## src/rtl/remote_cmd_sched.sv

```systemverilog
// remote_cmd_sched: round-robin arbiter between two requesters and a retrying
// command sequencer in front of the RemoteComm UART link.
module remote_cmd_sched #(
    parameter int TIMEOUT = 50000,
    parameter int RETRIES = 3
) (
    input  logic        clk,
    input  logic        rst_n,
    input  logic        req0,
    input  logic [15:0] cmd0,
    input  logic        req1,
    input  logic [15:0] cmd1,
    output logic        gnt0,
    output logic        gnt1,
    output logic        done0,
    output logic        done1,
    output logic        err0,
    output logic        err1,
    output logic        busy,
    output logic        snd_cmd,
    output logic [15:0] cmd,
    input  logic        cmd_snt,
    input  logic        resp_rdy,
    input  logic [7:0]  resp
);
    localparam int TW = $clog2(TIMEOUT);
    localparam logic [1:0] IDLE      = 2'd0;
    localparam logic [1:0] WAIT_SNT  = 2'd1;
    localparam logic [1:0] WAIT_RESP = 2'd2;
    localparam logic [TW-1:0] T_LAST = TW'(TIMEOUT - 1);
    localparam logic [3:0]    R_MAX  = 4'(RETRIES);

    logic [1:0]    state_q, state_d;
    logic [TW-1:0] timer_q, timer_d;
    logic [3:0]    cnt_q, cnt_d;
    logic [15:0]   cmd_q, cmd_d;
    logic [1:0]    gnt_q, gnt_d, done_q, done_d, err_q, err_d;
    logic          owner_q, owner_d, rr_q, rr_d;
    logic          snd_q, snd_d, blank_q, blank_d, busy_q, busy_d;
    logic          pick, ack, fail;

    always_comb begin
        pick    = (req0 && req1) ? rr_q : req1;
        ack     = resp_rdy && (resp == 8'hA5);
        fail    = !ack && ((resp_rdy && (resp == 8'h5A)) || (timer_q == T_LAST));
        state_d = state_q;
        timer_d = timer_q;
        cnt_d   = cnt_q;
        cmd_d   = cmd_q;
        owner_d = owner_q;
        rr_d    = rr_q;
        gnt_d   = 2'b00;
        done_d  = 2'b00;
        err_d   = 2'b00;
        snd_d   = 1'b0;
        // cmd_snt still shows the previous command during the issue cycle and the one after
        blank_d = snd_q;
        if (state_q == IDLE) begin
            if (req0 || req1) begin
                gnt_d[pick] = 1'b1;
                cmd_d       = pick ? cmd1 : cmd0;
                snd_d       = 1'b1;
                owner_d     = pick;
                cnt_d       = 4'd0;
                timer_d     = '0;
                rr_d        = !pick;
                state_d     = WAIT_SNT;
            end
        end else begin
            timer_d = timer_q + TW'(1);
            if (state_q == WAIT_SNT && cmd_snt && !snd_q && !blank_q)
                state_d = WAIT_RESP;
            if (ack) begin
                done_d[owner_q] = 1'b1;
                state_d         = IDLE;
            end else if (fail) begin
                if (cnt_q < R_MAX) begin
                    cnt_d   = cnt_q + 4'd1;
                    timer_d = '0;
                    snd_d   = 1'b1;
                    state_d = WAIT_SNT;
                end else begin
                    err_d[owner_q] = 1'b1;
                    state_d        = IDLE;
                end
            end
        end
        busy_d = (state_d != IDLE);
    end

    always_ff @(posedge clk or negedge rst_n) begin
        if (!rst_n) begin
            state_q <= IDLE;
            timer_q <= '0;
            cnt_q   <= 4'd0;
            cmd_q   <= 16'h0000;
            owner_q <= 1'b0;
            rr_q    <= 1'b0;
            gnt_q   <= 2'b00;
            done_q  <= 2'b00;
            err_q   <= 2'b00;
            snd_q   <= 1'b0;
            blank_q <= 1'b0;
            busy_q  <= 1'b0;
        end else begin
            state_q <= state_d;
            timer_q <= timer_d;
            cnt_q   <= cnt_d;
            cmd_q   <= cmd_d;
            owner_q <= owner_d;
            rr_q    <= rr_d;
            gnt_q   <= gnt_d;
            done_q  <= done_d;
            err_q   <= err_d;
            snd_q   <= snd_d;
            blank_q <= blank_d;
            busy_q  <= busy_d;
        end
    end

    assign gnt0    = gnt_q[0];
    assign gnt1    = gnt_q[1];
    assign done0   = done_q[0];
    assign done1   = done_q[1];
    assign err0    = err_q[0];
    assign err1    = err_q[1];
    assign busy    = busy_q;
    assign snd_cmd = snd_q;
    assign cmd     = cmd_q;
endmodule
```

## config.mk

```make
export PLATFORM = sky130hd
export DESIGN_NAME = remote_cmd_sched
export DESIGN_NICKNAME = d
export VERILOG_FILES = /design/src/rtl/remote_cmd_sched.sv
export SDC_FILE = /design/constraint.sdc
export NUM_CORES = 1
export LEC_CHECK = 0
export ABC_AREA = 0
export CELL_PAD_IN_SITES_DETAIL_PLACEMENT = 1
export CELL_PAD_IN_SITES_GLOBAL_PLACEMENT = 1
export CORE_UTILIZATION = 36
export CTS_CLUSTER_DIAMETER = 150
export CTS_CLUSTER_SIZE = 16
export DETAILED_ROUTE_END_ITERATION = 10
export PLACE_DENSITY_LB_ADDON = 0.1
export RECOVER_POWER = 100
export SETUP_SLACK_MARGIN = 0.05
export SYNTH_ARGS = -nofsm -noshare
export SYNTH_HDL_FRONTEND = slang
export SYNTH_SLANG_ARGS = --single-unit
```

## constraint.sdc

```tcl
create_clock -name clk -period 2.35 [get_ports clk]
set_input_delay 0.3525 -clock clk [delete_from_list [all_inputs] [get_ports clk]]
set_output_delay 0.3525 -clock clk [all_outputs]
set_load 0.005 [all_outputs]
```

Yosys cells after proc, flatten, opt, wreduce, memory -nomap -nowiden
Index checks and enable logic that the tools add are counted. Widths: inputs -> output; s select.

Flip-flop bits (word level): 49. Input bits: 46. Output and inout bits: 24. Word-level logic and storage cells: 81.

Add/subtract/negate cells: 2. $lt $le $gt $ge: 5. Eq/ne operators: 6. Mux-type cells: 35. Reductions and logical operators: 21.

Operators with widths (number): $mux 16 (6); $mux 2 (13); $mux 4 (5); $add 16x1->16 const B (1); $eq 16x16->1 const B (1); $logic_and 1x1->1 (9); $mux 1 (9); $eq 8x7->1 const B (1); $eq 8x8->1 const B (1); $reduce_bool 2->1 (3); $add 4x1->4 const B (1); $logic_not 1->1 (4); $lt 1x2->1 const B (2); $lt 4x2->1 const B (1); $ne 2x1->1 const B (2); $reduce_and 4->1 (1); $demux 1 s1 (2); $eq 2x1->1 const B (1); $ge 1x1->1 const B (2); $logic_not 2->1 (1); $logic_or 1x1->1 (2); $reduce_and 2->1 (1).

Longest topological paths before layout
Gate-level depths: netlist of run 1.

Word-level depth: 9. Mapped depth: 7. Gate-level depth less buffers: 6.

Least setup slack after synthesis of run 1
No wires, ideal clock.

Path type: reg-to-reg. Start: register cnt_q[0]. End: register timer_q[15]. Library setup time: 121 ps. Data arrival time: 1801 ps. Required time: 2229 ps. Slack: 429 ps. Cell stages (with the launch flop): 8. Path buffers: 1. Clock period less this slack: 1921 ps. Cells stage by stage: dfrtp_1 > ha_1 > or3_4 > a31oi_1 > a21bo_1 > buf_6 > a31o_1 > a22o_1.

Word-level cells in the longest chain between the ends: 5.

RTL lines: from (decl) (RTL line 35) `logic [3:0] cnt_q, cnt_d;`; from (signal assigned) (RTL line 108) `cnt_q <= cnt_d;`; $lt 4x2->1 (RTL line 77) `if (cnt_q < R_MAX) begin`; $mux 16 (RTL line 77); $mux 16 (RTL line 76) `end else if (fail) begin`; $mux 16 (RTL line 73) `if (ack) begin`; $mux 16 (RTL line 58) `if (state_q == IDLE) begin`; to (signal assigned) (RTL line 107) `timer_q <= timer_d;`; to (decl) (RTL line 34) `logic [TW-1:0] timer_q, timer_d;`.

No other way between the ends. A chain may end at the register's enable or synchronous reset.

Final worst setup path of run 1
Start: register cnt_q[0]. End: register timer_q[4].

Same word-level chain as after synthesis.

==> results of run 1 <==
kinds of logic after synthesis:
group,after synthesis,synth area share (%)
AND/OR/NAND/NOR,88,20.37
AO/OA/AOI/OAI,52,14.96
flip-flops,49,51.44
multiplexers,18,7.821
buffers and inverters,15,2.887
XOR/XNOR,4,1.470
adder cells (fa/ha/maj),2,1.050
placed cells by master (no fill, tap or decap), drive strengths merged, types with 3 or more instances in the layout:
cell           instances
nor4b                  3
inv                    5
dfrtp                 49
dlygate4sd3           26
nor2                  12
o21ai                 26
nand3                  8
a31o                   5
nand4                  6
xnor2                  3
or3                    3
nor3                   6
mux2i                 16
buf                    6
nand2                 28
clkbuf                11
a22o                   7
and4                   3
and3                   3
and2                   6
clkdlybuf4s50         42
a21o                   3
power breakdown:
| part | switching (mW) | internal (mW) | leakage (nW) |
|---|---|---|---|
| sequential | 0.151 | 1.06 | 0.635 |
| clock | 0.279 | 0.310 | 0.0540 |
| combinational | 0.313 | 0.439 | 0.829 |
per-layer routing:
layer / wire length, um / vias up
met5: 0 / -
met4: 45 / 0
met3: 214 / 4
met2: 3068 / 34
met1: 2726 / 1020
li1: - / 983
registers in the layout, indices dropped and copies added (netlist names):
name     cells
done_q       2
rr_q         1
state_q      2
snd_cmd      1
gnt_q        2
cmd         16
owner_q      1
timer_q     16
busy         1
cnt_q        4
err_q        2
blank_q      1
cell type report:
type / instances / area share, %
clock inverter: 2 / 1.071
tap: 77 / 2.946
clock buffer: 5 / 2.104
multi-input combinational: 164 / 32.90
inverter: 5 / 0.5738
timing repair buffer: 80 / 22.92
sequential: 49 / 37.49
how the worst max path moves through the flow:
stage,cells after the start,slack [ns],to,startpoint
finish,7,0.21,timer_q[4]$_DFFE_PN0P_,cnt_q[0]$_DFFE_PN0P_
global route,6,0.06,timer_q[11]$_DFFE_PN0P_,timer_q[0]$_DFFE_PN0P_
CTS,7,0.23,timer_q[4]$_DFFE_PN0P_,cnt_q[0]$_DFFE_PN0P_
detailed placement,6,0.08,timer_q[11]$_DFFE_PN0P_,resp[0]
global placement,6,0.18,timer_q[9]$_DFFE_PN0P_,resp[0]
floorplan,7,0.43,timer_q[15]$_DFFE_PN0P_,cnt_q[0]$_DFFE_PN0P_
metrics by stage:
step,power [mW],instances,setup slack (ns)
floorplan,1.571,228,0.4285
global placement,2.034,375,0.1784
detailed placement,2.071,375,0.08040
CTS,2.674,382,0.2318
global route,2.732,382,0.06164
finish,2.551,382,0.2101
worst max-delay path, cell delays in order (launching register included):
cell,delay [ns]
dfrtp_1,0.40
ha_1,0.21
or3_1,0.43
a31oi_1,0.20
a21bo_1,0.34
nand2_1,0.20
buf_4,0.15
o21ai_0,0.09
==> qor.yml, run 1 <==
power:
  leakage_nw: 1.518
  power_density_mw_per_mm2: 779.9
  peakVddDrop_mv: 0.4254
logic_synthesis:
  synth_edf_count: 0
  synth.avg_cell_area_um2: 10.45
  synthFlopType: "dfrtp_1"
  yosysTopAreaCell: "dfrtp_1"
  ys_top_cells_by_count: "dfrtp_1, nand2_1, o21ai_0, mux2i_1, nor2_1"
  ys_top_cells_by_area: "dfrtp_1, mux2i_1, o21ai_0, nand2_1, a22o_1"
  netlist_area_mm2: 0.002384
  async_reset_ff_share_pct: 100.0
  synth-seq-cells: 49
  ys_seq_area_share_pct: 51.44
  netlist.area_leader.share_pct: 51.44
  ys_warn_count: 0
  synth_nets: 276
  syn_inst: 228
  yosysMostFrequentCell: "dfrtp_1"
  synth_cell_type_count: 48
placement:
  dp_hpwl_um: 4682
  globalplace.congestion: 0.7703
  dpl_cell_area_mm2: 0.003214
  port_buffers: 69
layout:
  fill_cells: 728
  ff_latch_area_mm2: 0.001226
  multi_input_area_mm2: 0.001076
  stdcell_area_mm2: 0.003271
  antenna_cells: 0
  utilization_pct: 51.21
  drive_gt1_share_pct: 7.541
  syn2layout_area_growth_pct: 37.22
  layout.nets: 353
route:
  vias_per_cell: 5.343
  drc_errors: 0
  ant_nets: 0
  routedWlPerCell_um: 15.85
  wl_um: 6054
  routed-via-count: 2041
  drt_iter0_drc: 95
  dr.pass1.iters: 5
floorplan:
  pin_count: 70
  fp.dieArea_mm2: 0.006951
  rows: 29
  start_util_pct: 37.32
  dieWidth_um: 83.37
  core_area_mm2: 0.006386
  die_h_um: 83.37
clock_tree:
  cts_hold_buf: 0
  cts_resized: 0
  clock_sinks: 49
  clk_latency_ns: 0.30
  clk_pin_slew_ns: 0.09
  htree_levels: 2
  cts_tree: "done"
  clockRootBuffer: "clkbuf_8"
  postCtsSetupBuffers: 0
  cts_inserted_buffers: 5
  cts_buffer_depth: 2
setup_path:
  critPathLaunchType: "flop"
  endpoint_kind: "flop"
  rrSetupSlack_ns: 0.21
  cp.required_ns: 2.53
  ff2ff_path_depth: 7
  crit_path_max_fanout: 9
  crit_arrival_ns: 2.32
  r2r-end: "timer_q[4]$_DFFE_PN0P_"
  reg2reg_from: "cnt_q[0]$_DFFE_PN0P_"
  crit_type: "reg2reg"
sta:
  finalSetupViolCount: 0
  hold_viol: 0
  fin_crit_sh_pct: 91.06
  relSlewSlack_pct: 5.998
  rsz0062_at_grt: "no"
  finClkSkew_ns: 0.008309
  hold_ws_ns: 0.3608
  tightest_slew_ns: 1.410
  slew_viol_final: 0
  setup_tns_ns: 0
  fmax_mhz: 467.3
  fin_crit_ns: 2.140
grt:
  grt_max_degree: 26
  busiest_layer: "met2"
  antenna_found_initial: 0
  grt.total_usage_pct: 18.94
  grt_pass1_vias: 2143
  met3_usage_pct: 3.877
  grt_use_met2_pct: 32.27
  use_met1_pct: 24.60
  overflow: 0
  grt_pass1_wl_um: 10460
outcome:
  status: "finished, final reports clean"
worst_hold_path:
  hp-class: "in2async"
run:
  maxCapViolations: 0
Power figures use the tool's default switching activity.
==> run 2: changes to the inputs <==
--- a/config.mk
+++ b/config.mk
@@ -15,6 +15,7 @@
 export PLACE_DENSITY_LB_ADDON = 0.1
 export RECOVER_POWER = 100
 export SETUP_SLACK_MARGIN = 0.05
+export SKIP_LAST_GASP = 1
 export SYNTH_ARGS = -nofsm -noshare
 export SYNTH_HDL_FRONTEND = slang
 export SYNTH_SLANG_ARGS = --single-unit
==> results of run 2 <==
Final layout, timing and power as in run 1 (identical DEF).
==> run 3: changes to the inputs <==
--- a/config.mk
+++ b/config.mk
@@ -9,9 +9,10 @@
 export CELL_PAD_IN_SITES_DETAIL_PLACEMENT = 1
 export CELL_PAD_IN_SITES_GLOBAL_PLACEMENT = 1
 export CORE_UTILIZATION = 36
-export CTS_CLUSTER_DIAMETER = 150
+export CTS_CLUSTER_DIAMETER = 40
 export CTS_CLUSTER_SIZE = 16
 export DETAILED_ROUTE_END_ITERATION = 10
+export MAX_ROUTING_LAYER = met4
 export PLACE_DENSITY_LB_ADDON = 0.1
 export RECOVER_POWER = 100
 export SETUP_SLACK_MARGIN = 0.05
==> run 3 against run 2 <==
  * Final cell count did not move
  * Worst hold slack lost 0.0016 ns
  * Wire length barely moved
  * Sequential power barely moved
  * Die area is the same
  * Cell area is the same
  * Combinational power is essentially flat
==> qor.yml, run 3 (synthesis results as in run 1) <==
outcome:
  status: "finished, final reports clean"  # unchanged
grt:
  grt_pass1_wl_um: 10470  # was 10460 um
  grt_max_degree: 26  # unchanged
  grt.total_usage_pct: 19.49  # was 18.94%
  overflow: 0  # unchanged
  antenna_found_initial: 0  # unchanged
  grt_pass1_vias: 2139  # was 2143
route:
  routed-via-count: 2027  # was 2041
  dr.pass1.iters: 5  # unchanged
  ant_nets: 0  # unchanged
  vias_per_cell: 5.306  # was 5.343
  wl_um: 6059  # was 6054 um
  drt_iter0_drc: 52  # was 95
  drc_errors: 0  # unchanged
  routedWlPerCell_um: 15.86  # was 15.85 um
setup_path:
  endpoint_kind: "flop"  # unchanged
  crit_path_max_fanout: 9  # unchanged
  critPathLaunchType: "flop"  # unchanged
  rrSetupSlack_ns: 0.22  # was 0.21 ns
  reg2reg_from: "cnt_q[0]$_DFFE_PN0P_"  # unchanged
  cp.required_ns: 2.53  # about the same
  cpMaxStageDelayCell: "or3_1"  # unchanged
  crit_arrival_ns: 2.32  # about the same
  crit_chain: "ha_1, or3_1, a31oi_1, a21bo_1, nand2_1, buf_4, o21ai_0"  # unchanged
  ff2ff_path_depth: 7  # unchanged
  r2r-end: "timer_q[4]$_DFFE_PN0P_"  # unchanged
  crit_type: "reg2reg"  # unchanged
  cpPeakStageDelay_ns: 0.43  # about the same
placement:
  globalplace.congestion: 0.7807  # was 0.7703
  dp_hpwl_um: 4682  # unchanged
  dp.cells: 375  # unchanged
  port_buffers: 69  # unchanged
power:
  power_density_mw_per_mm2: 779.2  # was 779.9 mW/mm^2
  pwr-share-clk_pct: 23.1  # about the same
  switching_share_pct: 29.09  # was 29.15%
  leakage_nw: 1.518  # unchanged
  p_int_mw: 1.807  # about the same
  switchingPower_mw: 0.7414  # was 0.7434 mW
  power_frac_comb_pct: 29.5  # about the same
  power.share.sequential_pct: 47.5  # was 47.4%
  peakVddDrop_mv: 0.4238  # was 0.4254 mV
floorplan:
  core_area_mm2: 0.006386  # unchanged
  rows: 29  # unchanged
  fp.dieArea_mm2: 0.006951  # unchanged
  die_h_um: 83.37  # unchanged
  pin_count: 70  # unchanged
  start_util_pct: 37.32  # unchanged
  dieWidth_um: 83.37  # unchanged
layout:
  layout.nets: 353  # unchanged
  drive_gt1_share_pct: 7.541  # unchanged
  antenna_cells: 0  # unchanged
  fill_cells: 728  # unchanged
  final_common_cell: "dfrtp_1"  # unchanged
  syn2layout_area_growth_pct: 37.22  # unchanged
  layout.cells.non_filler: 382  # unchanged
  final_cell_mix: "dfrtp_1, clkdlybuf4s50_1, nand2_1"  # unchanged
sta:
  fin_crit_ns: 2.135  # was 2.140 ns
  finClkSkew_ns: 0.007995  # was 0.008309 ns
  setup_tns_ns: 0  # unchanged
  slew_viol_final: 0  # unchanged
  finalSetupViolCount: 0  # unchanged
  rsz0062_at_grt: "no"  # unchanged
  hold_viol: 0  # unchanged
  tightest_slew_ns: 1.406  # was 1.410 ns
  relSlewSlack_pct: 6.249  # was 5.998%
  fmax_mhz: 468.5  # was 467.3 MHz
  fin_crit_sh_pct: 90.83  # was 91.06%
clock_tree:
  postCtsSetupBuffers: 0  # unchanged
  cts_resized: 0  # unchanged
  clockRootBuffer: "clkbuf_8"  # unchanged
  cts_hold_buf: 0  # unchanged
  htree_levels: 2  # unchanged
  cts_tree: "done"  # unchanged
  clk_pin_slew_ns: 0.09  # about the same
  clock_sinks: 49  # unchanged
  clk_latency_ns: 0.30  # about the same
  cts_buffer_depth: 2  # unchanged
  cts_inserted_buffers: 5  # unchanged
run:
  maxCapViolations: 0  # unchanged
worst_hold_path:
  hp-class: "in2async"  # unchanged
run 3: cell counts in the layout (fill, tap and decap cells not counted):
Identical to the previous run, type by type.
run 3: layout make-up:
class / instances / area [um^2] / share of cell area [%]
Tap cell: 77 / 96.34 / 2.946
Multi-Input combinational cell: 164 / 1076 / 32.90
Clock inverter: 2 / 35.03 / 1.071
Sequential cell: 49 / 1226 / 37.49
Clock buffer: 5 / 68.82 / 2.104
Timing Repair Buffer: 80 / 749.5 / 22.92
Inverter: 5 / 18.77 / 0.5738
run 3: worst max-delay path by stage:
stage,from,to
after CTS,cnt_q[0]$_DFFE_PN0P_,timer_q[4]$_DFFE_PN0P_
after global routing,cnt_q[0]$_DFFE_PN0P_,timer_q[4]$_DFFE_PN0P_
after global placement,resp[0],timer_q[9]$_DFFE_PN0P_
final,cnt_q[0]$_DFFE_PN0P_,timer_q[4]$_DFFE_PN0P_
after floorplan,cnt_q[0]$_DFFE_PN0P_,timer_q[15]$_DFFE_PN0P_
after detailed placement,resp[0],timer_q[11]$_DFFE_PN0P_
run 3: per-stage QoR:
step	hold slack, ns	power, mW	util, %	cell area, um^2	setup slack, ns
after floorplan	0.05691	1.571	-	2384	0.4285
after global placement	0.3876	2.034	50.33	3214	0.1784
after detailed placement	0.3911	2.071	50.33	3214	0.08040
after CTS	0.06313	2.674	51.96	3318	0.2318
after global routing	0.4323	2.730	51.21	3271	0.06333
final	0.3591	2.549	51.21	3271	0.2154
run 3: layer usage:
metal  GRT usage [%]  routed length (um)  part of all wire (%)  vias to the layer above
met3           3.280                 174                   2.9                        2
met1           25.05                2779                    46                     1006
met4           4.702                  23                  0.38                        0
met2           32.19                3081                    51                       36
met5               -                   0                     0                        -
li1                -                   -                     -                      983
run 3: critical path: cells and delay by family, from the launching register on:
family                     cells  cell delay [ns]
AOI/OAI and AO/OA              3             0.63
adders and majority gates      1             0.21
buffers and inverters          1             0.15
DFF                            1             0.40
and+or+nand+nor                2             0.62
run 3: power groups by stage:
stage	sequential [mW]	clock [mW]	combinational [mW]
3_5_place_dp	1.24	0	0.835
4_1_cts	1.22	0.615	0.837
2_1_floorplan	1.21	0	0.359
5_1_grt	1.25	0.640	0.842
3_3_place_gp	1.23	0	0.809
6_report	1.21	0.588	0.751
